[src/rtl/sub8_serial.sv]
// sub8_serial: bit-serial subtractor, diff = a - b - bin, one bit per clock, LSB first.
// A start in IDLE or DONE captures the operands. WIDTH RUN cycles follow, then one DONE
// cycle that loads the result registers. done, diff and the flags show up one cycle later.
module sub8_serial #(
  parameter int WIDTH = 8
) (
  input  logic             clk,
  input  logic             rst,
  input  logic             start,
  input  logic [WIDTH-1:0] a,
  input  logic [WIDTH-1:0] b,
  input  logic             bin,
  output logic             busy,
  output logic             done,
  output logic [WIDTH-1:0] diff,
  output logic             bout,
  output logic             zero,
  output logic             neg,
  output logic             ovf
);

  localparam int CW = (WIDTH > 1) ? $clog2(WIDTH) : 1;

  typedef enum logic [1:0] {IDLE, RUN, DONE} state_t;

  state_t           state_q, state_d;
  logic [WIDTH-1:0] a_sr_q, a_sr_d, b_sr_q, b_sr_d, res_q, res_d;
  logic             brw_q, brw_d;
  logic [CW-1:0]    cnt_q, cnt_d;
  logic             amsb_q, amsb_d, bmsb_q, bmsb_d;
  logic             busy_q, busy_d, done_q, done_d;
  logic [WIDTH-1:0] diff_q, diff_d;
  logic             bout_q, bout_d, zero_q, zero_d, neg_q, neg_d, ovf_q, ovf_d;
  logic             capture, dbit;

  // Next-state, datapath step and output-register loading.
  always_comb begin
    state_d = state_q;
    a_sr_d  = a_sr_q;
    b_sr_d  = b_sr_q;
    res_d   = res_q;
    brw_d   = brw_q;
    cnt_d   = cnt_q;
    amsb_d  = amsb_q;
    bmsb_d  = bmsb_q;
    done_d  = 1'b0;
    diff_d  = diff_q;
    bout_d  = bout_q;
    zero_d  = zero_q;
    neg_d   = neg_q;
    ovf_d   = ovf_q;
    capture = 1'b0;
    dbit    = a_sr_q[0] ^ b_sr_q[0] ^ brw_q;

    case (state_q)
      IDLE: begin
        if (start) capture = 1'b1;
      end
      RUN: begin
        res_d  = {dbit, res_q[WIDTH-1:1]};
        a_sr_d = a_sr_q >> 1;
        b_sr_d = b_sr_q >> 1;
        brw_d  = (~a_sr_q[0] & b_sr_q[0]) | (~(a_sr_q[0] ^ b_sr_q[0]) & brw_q);
        cnt_d  = cnt_q + CW'(1);
        if (cnt_q == CW'(WIDTH - 1)) state_d = DONE;
      end
      DONE: begin
        // The result register is complete now. Publish it and the flags on this edge.
        done_d = 1'b1;
        diff_d = res_q;
        bout_d = brw_q;
        zero_d = (res_q == '0);
        neg_d  = res_q[WIDTH-1];
        ovf_d  = (amsb_q != bmsb_q) && (res_q[WIDTH-1] != amsb_q);
        if (start) capture = 1'b1;
        else       state_d = IDLE;
      end
      default: state_d = IDLE;
    endcase

    if (capture) begin
      a_sr_d  = a;
      b_sr_d  = b;
      brw_d   = bin;
      res_d   = '0;
      cnt_d   = '0;
      amsb_d  = a[WIDTH-1];
      bmsb_d  = b[WIDTH-1];
      state_d = RUN;
    end

    busy_d = (state_d == RUN);
  end

  // State and registered outputs. Reset takes priority, so a start in the reset cycle is dropped.
  always_ff @(posedge clk) begin
    if (rst) begin
      state_q <= IDLE;
      a_sr_q  <= '0;
      b_sr_q  <= '0;
      res_q   <= '0;
      brw_q   <= 1'b0;
      cnt_q   <= '0;
      amsb_q  <= 1'b0;
      bmsb_q  <= 1'b0;
      busy_q  <= 1'b0;
      done_q  <= 1'b0;
      diff_q  <= '0;
      bout_q  <= 1'b0;
      zero_q  <= 1'b0;
      neg_q   <= 1'b0;
      ovf_q   <= 1'b0;
    end else begin
      state_q <= state_d;
      a_sr_q  <= a_sr_d;
      b_sr_q  <= b_sr_d;
      res_q   <= res_d;
      brw_q   <= brw_d;
      cnt_q   <= cnt_d;
      amsb_q  <= amsb_d;
      bmsb_q  <= bmsb_d;
      busy_q  <= busy_d;
      done_q  <= done_d;
      diff_q  <= diff_d;
      bout_q  <= bout_d;
      zero_q  <= zero_d;
      neg_q   <= neg_d;
      ovf_q   <= ovf_d;
    end
  end

  assign busy = busy_q;
  assign done = done_q;
  assign diff = diff_q;
  assign bout = bout_q;
  assign zero = zero_q;
  assign neg  = neg_q;
  assign ovf  = ovf_q;

endmodule

[config.mk]
export PLATFORM = sky130hd
export DESIGN_NAME = sub8_serial
export DESIGN_NICKNAME = d
export VERILOG_FILES = /design/src/rtl/sub8_serial.sv
export SDC_FILE = /design/constraint.sdc
export NUM_CORES = 1
export LEC_CHECK = 0
export ABC_AREA = 1
export BUFFER_PORTS_ARGS = -buffer_cell sky130_fd_sc_hd__clkbuf_2
export CAP_MARGIN = 10
export CORE_MARGIN = 2
export CORE_UTILIZATION = 45
export CTS_CLUSTER_DIAMETER = 150
export DETAILED_ROUTE_END_ITERATION = 6
export HOLD_SLACK_MARGIN = 0.15
export PLACE_DENSITY_LB_ADDON = 0.1
export SLEW_MARGIN = 5
export SYNTH_ARGS = -nofsm -noshare
export SYNTH_HDL_FRONTEND = slang
export SYNTH_SLANG_ARGS = --single-unit
[constraint.sdc]
create_clock -name clk -period 1.21 [get_ports clk]
set_input_delay 0.121 -clock clk [delete_from_list [all_inputs] [get_ports clk]]
set_output_delay 0.121 -clock clk [all_outputs]
set_load 0.02 [all_outputs]
==> reports/qor.csv, run 1 <==
metric,value,unit
outcome,"finished, final reports clean",
wire_per_inst,11.6,um
p_per_area,1250,nW/um^2
drt_iter0_drc,102,
yosysWarnings,0,
syn_area_per_cell,7.48,um^2
cpMaxStageDelayCell,fa_1,
clock_latency,310,ps
hold_viol_final,0,
r2r_cells,3,
grt.total_usage,0.201,
fill_cells,382,
synth_area_leaders,"dfxtp_1 (50%), nand2_1 (10%), nor2_1 (8.7%), a21oi_1 (5.0%), o21ai_0 (4.7%)",
cp-end-kind,register,
ys_ff_latch,45,
total_power,2980,uW
cp_num_cells,3,
fp.dieArea,4530,um^2
gr-total-overflow,0,
tns,0,ps
grt_pass1_vias,1514,
diodes,0,
cts.sinks,45,
drv_slew,0,
root_buffer,clkbuf_8,
dp_hpwl,2780,um
rrSetupSlack,40,ps
ant_nets,0,
combPwrFrac,0.147,
skew,9.65,ps
startpoint,a_sr_q[0],
p_clk_frac,0.318,
synth_cells,241,
critical_path_buf_inv_count,0,
finalWorstPathRequiredPeriod,1170,ps
arrival,1400,ps
yosysTopAreaCellShare,0.500,
syn_to_final_growth,32.1,%
portBuffers,33,
rsz0062_at_grt,yes,
viasPerCell,4.86,
num_vias,1717,
core_region_area,3910,um^2
power_switching,815,uW
internal-power,2160,uW
required,1440,ps
placementRows,23,
setup_viol,0,
sequentialPowerShare,0.534,
die_w,67.3,um
boundaryPins,34,
tightest_slew,270,ps
syn_area,1800,um^2
htreeDepth,2,
clk_path_buf_depth,2,
wl,4080,um
path_max_fanout,2,
min_path_type,in -> reg,
cp-endpoint,res_q[7],
critPathKind,reg -> reg,
antenna_found_initial,0,
syn-num-nets,264,
rr_startpoint,a_sr_q[0],
grt_pass1_wl,6840,um
seq_area_frac_synth,0.500,
switching_share,0.274,
r2r_end,res_q[7],
drc,0,
clk_pin_slew,90,ps
synthMuxAreaShare,0,
nets,325,
yosys.area_share.simple,0.273,
layout-drive-gt1-share,0.257,
ys_types,21,
dieHeight,67.3,um
grt_max_degree,16,
timing.fmax,0.852,GHz
synth-compound-area-share,0.121,
fin_crit_sh,0.970,
p_leak,0.00106,uW
startpoint_type,register,
seqCellArea,908,um^2
synth_top_family_by_area,simple AND/OR/NAND/NOR gates,
slew_headroom,0.819,
multi_input_area,779,um^2
numCtsBuffers,5,
initial_core_util,0.461,
max_cap_violations,0,
crit_chain,fa_1 -> nor2_1 -> a211oi_1,
path_delay_family,adder cells,
synth_top_area_cell,dfxtp_1,
cp_slowest_stage_delay,550,ps
synthXorXnorAreaFrac,0.00486,
gp_congestion,0.808,
synth_adder_area_share,0.0250,
drt_first_pass_iters,4,
ir_drop,0.919,mV
cts_tree,built,
hold_slack,147,ps
-- cell families (layout without fill, tap and decap cells) --
kind of cell / after synthesis / count (layout)
AOI/OAI and AO/OA: 41 / 41
adders and majority gates: 3 / 3
buffers and inverters: 32 / 94
xor gates and xnor gates: 1 / 1
and+or+nand+nor: 119 / 119
DFF: 45 / 45
-- stage by stage --
step	util	cells	worst slack (ps)	cell area [um^2]
after global placement	0.533	327	20.5	2080
final	0.609	353	36.1	2380
after global routing	0.609	353	-35.5	2380
after detailed placement	0.533	327	-2.65	2080
after floorplan	-	241	88.2	1800
after CTS	0.591	349	-19.5	2310
-- placed cells by master (no fill, tap or decap) --
cell type | synthesis | routed
nand2_1 | 50 | 46
dfxtp_1 | 45 | 41
nor2_1 | 42 | 40
clkbuf_2 | 1 | 33
a21oi_1 | 18 | 18
buf_4 | 2 | 16
nor3_1 | 15 | 15
inv_1 | 17 | 14
dlygate4sd3_1 | 0 | 14
o21ai_0 | 17 | 12
nand3_1 | 8 | 8
o21ai_1 | 0 | 5
clkbuf_8 | 0 | 5
inv_2 | 2 | 4
nand2_2 | 0 | 4
a211oi_1 | 4 | 4
clkinvlp_4 | 0 | 3
nor2_2 | 1 | 3
dfxtp_2 | 0 | 3
buf_6 | 0 | 3
nand3b_1 | 2 | 2
o22ai_1 | 2 | 2
ha_1 | 2 | 2
nand2_4 | 1 | 1
xor2_1 | 1 | 1
fa_1 | 1 | 1
inv_6 | 0 | 1
clkinv_2 | 0 | 1
dfxtp_4 | 0 | 1
-- power groups by stage --
| stage | combinational [uW] | clock [uW] | sequential [uW] |
|---|---|---|---|
| 2_1_floorplan | 233 | 0 | 1620 |
| 3_3_place_gp | 364 | 0 | 1620 |
| 3_5_place_dp | 366 | 0 | 1620 |
| 4_1_cts | 403 | 974 | 1590 |
| 5_1_grt | 497 | 1030 | 1600 |
| 6_report | 439 | 948 | 1590 |
-- cells in the mapped netlist (all sizes together) --
master,count
a211oi,4
a21oi,18
buf,9
clkbuf,4
dfxtp,45
fa,1
ha,2
inv,19
nand2,51
nand3,8
nand3b,2
nor2,43
nor3,15
o21ai,17
o22ai,2
xor2,1
-- worst min path at each step --
stage,endpoint,slack [ps],startpoint,depth (start not counted)
CTS,a_sr_q[2],150,a[2],5
floorplan,b_sr_q[7],280,b[7],2
global route,a_sr_q[2],200,a[2],5
global placement,b_sr_q[7],390,b[7],3
detailed placement,b_sr_q[7],410,b[7],3
finish,a_sr_q[2],150,a[2],5
-- flip-flops by register name, summed over array words and instances (netlist names) --
register / cells
a_sr_q: 8
amsb_q: 1
b_sr_q: 8
bmsb_q: 1
bout: 1
brw_q: 1
busy: 1
cnt_q: 3
diff: 8
done: 1
ovf: 1
res_q: 8
state_q: 2
zero: 1
-- layout make-up --
type / instances / share of cell area
clock buffers: 5 / 0.0289
clock inverters: 3 / 0.00893
inverters: 19 / 0.0315
multi-input cells: 164 / 0.327
flip-flops and latches: 45 / 0.381
well taps: 50 / 0.0263
repair buffers: 66 / 0.193
repair inverters: 1 / 0.00315
-- routing by layer --
| layer | wire length, um | share of wire | vias up | track usage |
|---|---|---|---|---|
| met5 | 0 | 0 | - | 0 |
| met4 | 80 | 0.020 | 0 | 0.0918 |
| met3 | 200 | 0.049 | 9 | 0.0583 |
| met2 | 1730 | 0.42 | 35 | 0.298 |
| met1 | 2070 | 0.51 | 778 | 0.270 |
| li1 | - | - | 895 | - |
-- tightest hold or removal path, delay by kind of cell --
family | cells | cell delay [ps]
compound gates | 1 | 50
buf+inv | 2 | 120
simple gates | 2 | 100
-- what timing repair did --
| item | CTS | global route |
|---|---|---|
| setup buffers | 0 | 3 |
| gates resized for setup | 0 | 23 |
| pin swaps | 0 | 8 |
| endpoints found under the setup margin | 3 | 27 |
| hold buffers | 14 | 0 |
| gates cloned | 0 | 1 |
| hold endpoints to repair | 16 | 0 |
Note: power is estimated with default switching activity, not from simulation.
==> run 2: changes to the inputs <==
MAX_ROUTING_LAYER = met4   (was not set)
==> run 2 against run 1 <==
  * Maximum frequency hardly changed
  * Utilization is the same
  * Combinational power about the same
  * Global-route usage up 0.58 points
  * Largest cell class unchanged
  * Highest routed layer unchanged
==> reports/qor.csv, run 2 (synthesis results as in run 1) <==
metric,value,unit,change
outcome,"finished, final reports clean",,
viasPerCell,4.86,,-0.17%
drt_iter0_drc,103,,+0.98%
rsz0062_at_grt,yes,,
hold_path_end,a_sr_q[2],,
mostFrequentLayoutCell,nand2_1,,
grt_pass1_vias,1509,,-0.33%
die_w,67.3,um,unchanged
cts_tree,built,,
crit_chain,fa_1 -> nor2_1 -> a211oi_1,,
r2r_cells,3,,unchanged
arrival,1410,ps,about the same
htreeDepth,2,,unchanged
dp_hpwl,2780,um,unchanged
max_cap_violations,0,,unchanged
r2r_end,res_q[7],,
initial_core_util,0.461,,unchanged
required,1440,ps,about the same
fin_cells,353,,unchanged
fill_cells,382,,unchanged
skew,9.40,ps,-0.249 ps
antenna_found_initial,0,,unchanged
clock_latency,310,ps,about the same
path_max_fanout,2,,unchanged
rr_startpoint,a_sr_q[0],,
root_buffer,clkbuf_8,,
grt_pass1_wl,6850,um,+0.10%
drv_slew,0,,unchanged
nets,325,,unchanged
finalWorstPathRequiredPeriod,1170,ps,+0.635 ps
clk_pin_slew,90,ps,about the same
placed_cells,327,,unchanged
drc,0,,unchanged
fin_crit_sh,0.971,,about the same
setup_viol,0,,unchanged
placementRows,23,,unchanged
min_path_cells,5,,unchanged
hold_start,a[2],,
wl,4110,um,+0.64%
diodes,0,,unchanged
cp-end-kind,register,,
cts.sinks,45,,unchanged
boundaryPins,34,,unchanged
dieHeight,67.3,um,unchanged
syn_to_final_growth,32.1,%,unchanged
gr-total-overflow,0,,unchanged
portBuffers,33,,unchanged
startpoint_type,register,,
wire_per_inst,11.6,um,+0.64%
tns,0,ps,unchanged
grt_max_degree,16,,unchanged
min_path_type,in -> reg,,
layout-drive-gt1-share,0.257,,unchanged
cp_slowest_stage_delay,550,ps,about the same
gp_congestion,0.820,,+1.5%
drt_first_pass_iters,4,,unchanged
num_vias,1714,,-0.17%
slew_headroom,0.819,,about the same
fp.dieArea,4530,um^2,unchanged
tightest_slew,270,ps,-0.00799 ps
rrSetupSlack,40,ps,about the same
ant_nets,0,,unchanged
clk_path_buf_depth,2,,unchanged
cpMaxStageDelayCell,fa_1,,
numCtsBuffers,5,,unchanged
core_region_area,3910,um^2,unchanged
hold_viol_final,0,,unchanged
critPathKind,reg -> reg,,
timing.fmax,0.851,GHz,about the same
final_cell_mix,"nand2_1 (46), dfxtp_1 (41), nor2_1 (40)",,
grt.total_usage,0.207,,+0.00582
p_leak,0.00106,uW,about the same
ir_drop,0.917,mV,-0.14%
p_per_area,1250,nW/um^2,+0.17%
-- run 2: cell type report --
class / instances / area [um^2] / share of cell area
Sequential cell: 45 / 908 / 0.381
Multi-Input combinational cell: 164 / 779 / 0.327
Clock buffer: 5 / 68.8 / 0.0289
Timing Repair Buffer: 66 / 459 / 0.193
Timing Repair inverter: 1 / 7.51 / 0.00315
Tap cell: 50 / 62.6 / 0.0263
Clock inverter: 3 / 21.3 / 0.00893
Inverter: 19 / 75.1 / 0.0315
-- run 2: through the flow --
step	hold WS (ps)	worst slack (ps)	util	power, uW	cell area (um^2)
floorplan	282	88.2	-	1850	1800
global placement	392	20.5	0.533	1990	2080
detailed placement	411	-2.65	0.533	1990	2080
CTS	150	-19.5	0.591	2970	2310
global route	195	-35.5	0.609	3130	2380
finish	146	35.5	0.609	2980	2380
-- run 2: repair_timing --
action                                  4_1_cts  5_1_grt
hold buffers                                 14        0
pin swaps                                     0        7
setup buffers                                 0        3
cloned                                        0        1
endpoints found under the hold margin        16        0
resized for setup                             0       23
endpoints found under the setup margin        3       29
-- run 2: routing by layer --
metal | global-route usage | vias up | wire [um]
li1 | - | 896 | -
met1 | 0.271 | 773 | 2090
met2 | 0.297 | 36 | 1740
met3 | 0.0583 | 9 | 200
met4 | 0.0918 | 0 | 77
met5 | - | - | 0
-- run 2: how the worst max path moves through the flow --
| stage | start | to | slack [ps] |
|---|---|---|---|
| after floorplan | state_q[1] | ovf | 90 |
| after global placement | state_q[0] | a_sr_q[7] | 20 |
| after detailed placement | state_q[0] | a_sr_q[0] | -3 |
| after CTS | state_q[0] | a_sr_q[0] | -20 |
| after global routing | state_q[0] | zero | -40 |
| final | a_sr_q[0] | res_q[7] | 40 |
-- run 2: critical path, delay by kind of cell (launching register included) --
family / cells / cell delay (ps)
fa+ha+maj: 1 / 550
compound gates: 1 / 150
flops: 1 / 350
simple gates: 1 / 50
-- run 2: power breakdown --
part | internal [uW] | switching [uW]
clock network | 410 | 542
logic | 202 | 239
registers | 1550 | 39.4
total | 2160 | 820
==> run 3: changes to the inputs <==
CORE_ASPECT_RATIO = 2   (was not set)
==> run 3 against run 2 <==
  * Utilization down 0.39 points
  * Combinational power down 4.5%
  * Worst setup slack better by 36 ps
  * Via count down 1.1%
  * Sequential power about the same
  * Register-to-register slack better by 40 ps
  * Clock skew down 0.84 ps
  * Total power down 2.4%
  * Global-route usage up 1.9 points
  * Critical endpoint unchanged
  * Largest power group unchanged
==> reports/qor.csv, run 3 (synthesis results as in run 1) <==
metric,value,unit,change
drc,0,,unchanged
fin_crit_sh,0.941,,-0.0294
grt_max_degree,16,,unchanged
clock_latency,300,ps,about the same
arrival,1360,ps,-50 ps
viasPerCell,4.87,,+0.37%
layout-drive-gt1-share,0.232,,-0.0251
tightest_slew,236,ps,-34.5 ps
drt_iter0_drc,16,,-84%
cts.sinks,45,,unchanged
grt_pass1_vias,1705,,+13%
fin_cells,348,,-1.4%
ant_nets,0,,unchanged
portBuffers,33,,unchanged
root_buffer,clkbuf_8,,
sequentialPowerShare,0.548,,+0.015
drv_slew,0,,unchanged
hold_slack,156,ps,+10.3 ps
skew,8.56,ps,-0.840 ps
grt_pass1_wl,7680,um,+12%
max_cap_violations,0,,unchanged
min_path_cells,5,,unchanged
critPathKind,reg -> reg,,
path_max_fanout,2,,unchanged
startpoint_type,register,,
gr-total-overflow,0,,unchanged
outcome,"finished, final reports clean",,
final_cell_mix,"nand2_1 (48), dfxtp_1 (43), nor2_1 (41)",,
core_region_area,3840,um^2,-1.8%
required,1430,ps,about the same
diodes,0,,unchanged
switching_share,0.263,,-0.0121
rsz0062_at_grt,no,,
final_core_util,0.605,,-0.00388
cts_tree,built,,
finalWorstPathRequiredPeriod,1140,ps,-35.6 ps
grt.total_usage,0.227,,+0.0193
numCtsBuffers,5,,unchanged
internal-power,2150,uW,-0.76%
dieHeight,93.5,um,+39%
power_switching,765,uW,-6.7%
die_w,48.8,um,-28%
setup_viol,0,,unchanged
tns,0,ps,unchanged
syn_to_final_growth,28.9,%,
boundaryPins,34,,unchanged
p_per_area,1250,nW/um^2,about the same
wire_per_inst,13.3,um,+14%
min_path_type,in -> reg,,
dp_hpwl,3310,um,+19%
cp-end-kind,register,,
wl,4620,um,+13%
nets,319,,-1.8%
placementRows,32,,+39%
p_clk_frac,0.307,,-0.012
htreeDepth,2,,unchanged
ir_drop,0.914,mV,-0.32%
combPwrFrac,0.145,,-0.003
num_vias,1696,,-1.1%
r2r_cells,3,,unchanged
drt_first_pass_iters,4,,unchanged
p_leak,0.00103,uW,-3.1%
slew_headroom,0.843,,+0.0239
initial_core_util,0.469,,+0.00840
mostFrequentLayoutCell,nand2_1,,
hold_viol_final,0,,unchanged
clk_path_buf_depth,2,,unchanged
gp_congestion,0.768,,-6.3%
fp.dieArea,4560,um^2,+0.69%
antenna_found_initial,0,,unchanged
timing.fmax,0.878,GHz,+3.1%
placed_cells,328,,+0.31%
clk_pin_slew,80,ps,about the same
[run 3: cell type report]
class,count,area (um^2)
Timing Repair inverter,1,7.51
Clock buffer,8,80.1
Timing Repair Buffer,60,399
Multi-Input combinational cell,164,791
Sequential cell,45,906
Tap cell,51,63.8
Inverter,19,77.6
Fill cell,390,1520
[run 3: power groups by stage]
stage	registers (uW)	logic, uW	clock network, uW
after floorplan	1620	233	0
after global placement	1630	370	0
after detailed placement	1630	372	0
after CTS	1590	404	918
after global routing	1610	474	991
final	1600	421	894
[run 3: worst paths after layout]
kind | end | slack, ps | from
worst min register to register | a_sr_q[7] | 460 | a_sr_q[7]
worst min-delay path | a_sr_q[0] | 160 | a[0]
worst max register to register | res_q[7] | 70 | a_sr_q[0]
worst max-delay path | res_q[7] | 70 | a_sr_q[0]
[run 3: routing by layer]
| metal | vias to the layer above | routed length (um) | global-route usage |
|---|---|---|---|
| li1 | 880 | - | - |
| met1 | 784 | 1740 | 0.211 |
| met2 | 24 | 2670 | 0.442 |
| met3 | 8 | 108 | 0.0351 |
| met4 | 0 | 102 | 0.100 |
| met5 | - | 0 | - |
[run 3: timing repair]
action,CTS,global route
hold endpoints to repair,13,0
gates resized for setup,3,12
hold buffers,11,0
gates cloned,0,1
endpoints found under the setup margin,8,19
setup buffers,0,0
[run 3: worst max-delay path, stage by stage, from the launching register on]
cell      delay [ps]
dfxtp_1          340
fa_1             530
nor2_1            40
a211oi_1         150
[run 3: stage by stage]
step	cell area, um^2	setup slack, ps	total power [uW]
floorplan	1800	88.2	1850
detailed placement	2090	-41.3	2000
global placement	2090	-27.8	2000
global route	2320	3.63	3070
CTS	2290	19.1	2920
finish	2320	71.1	2910
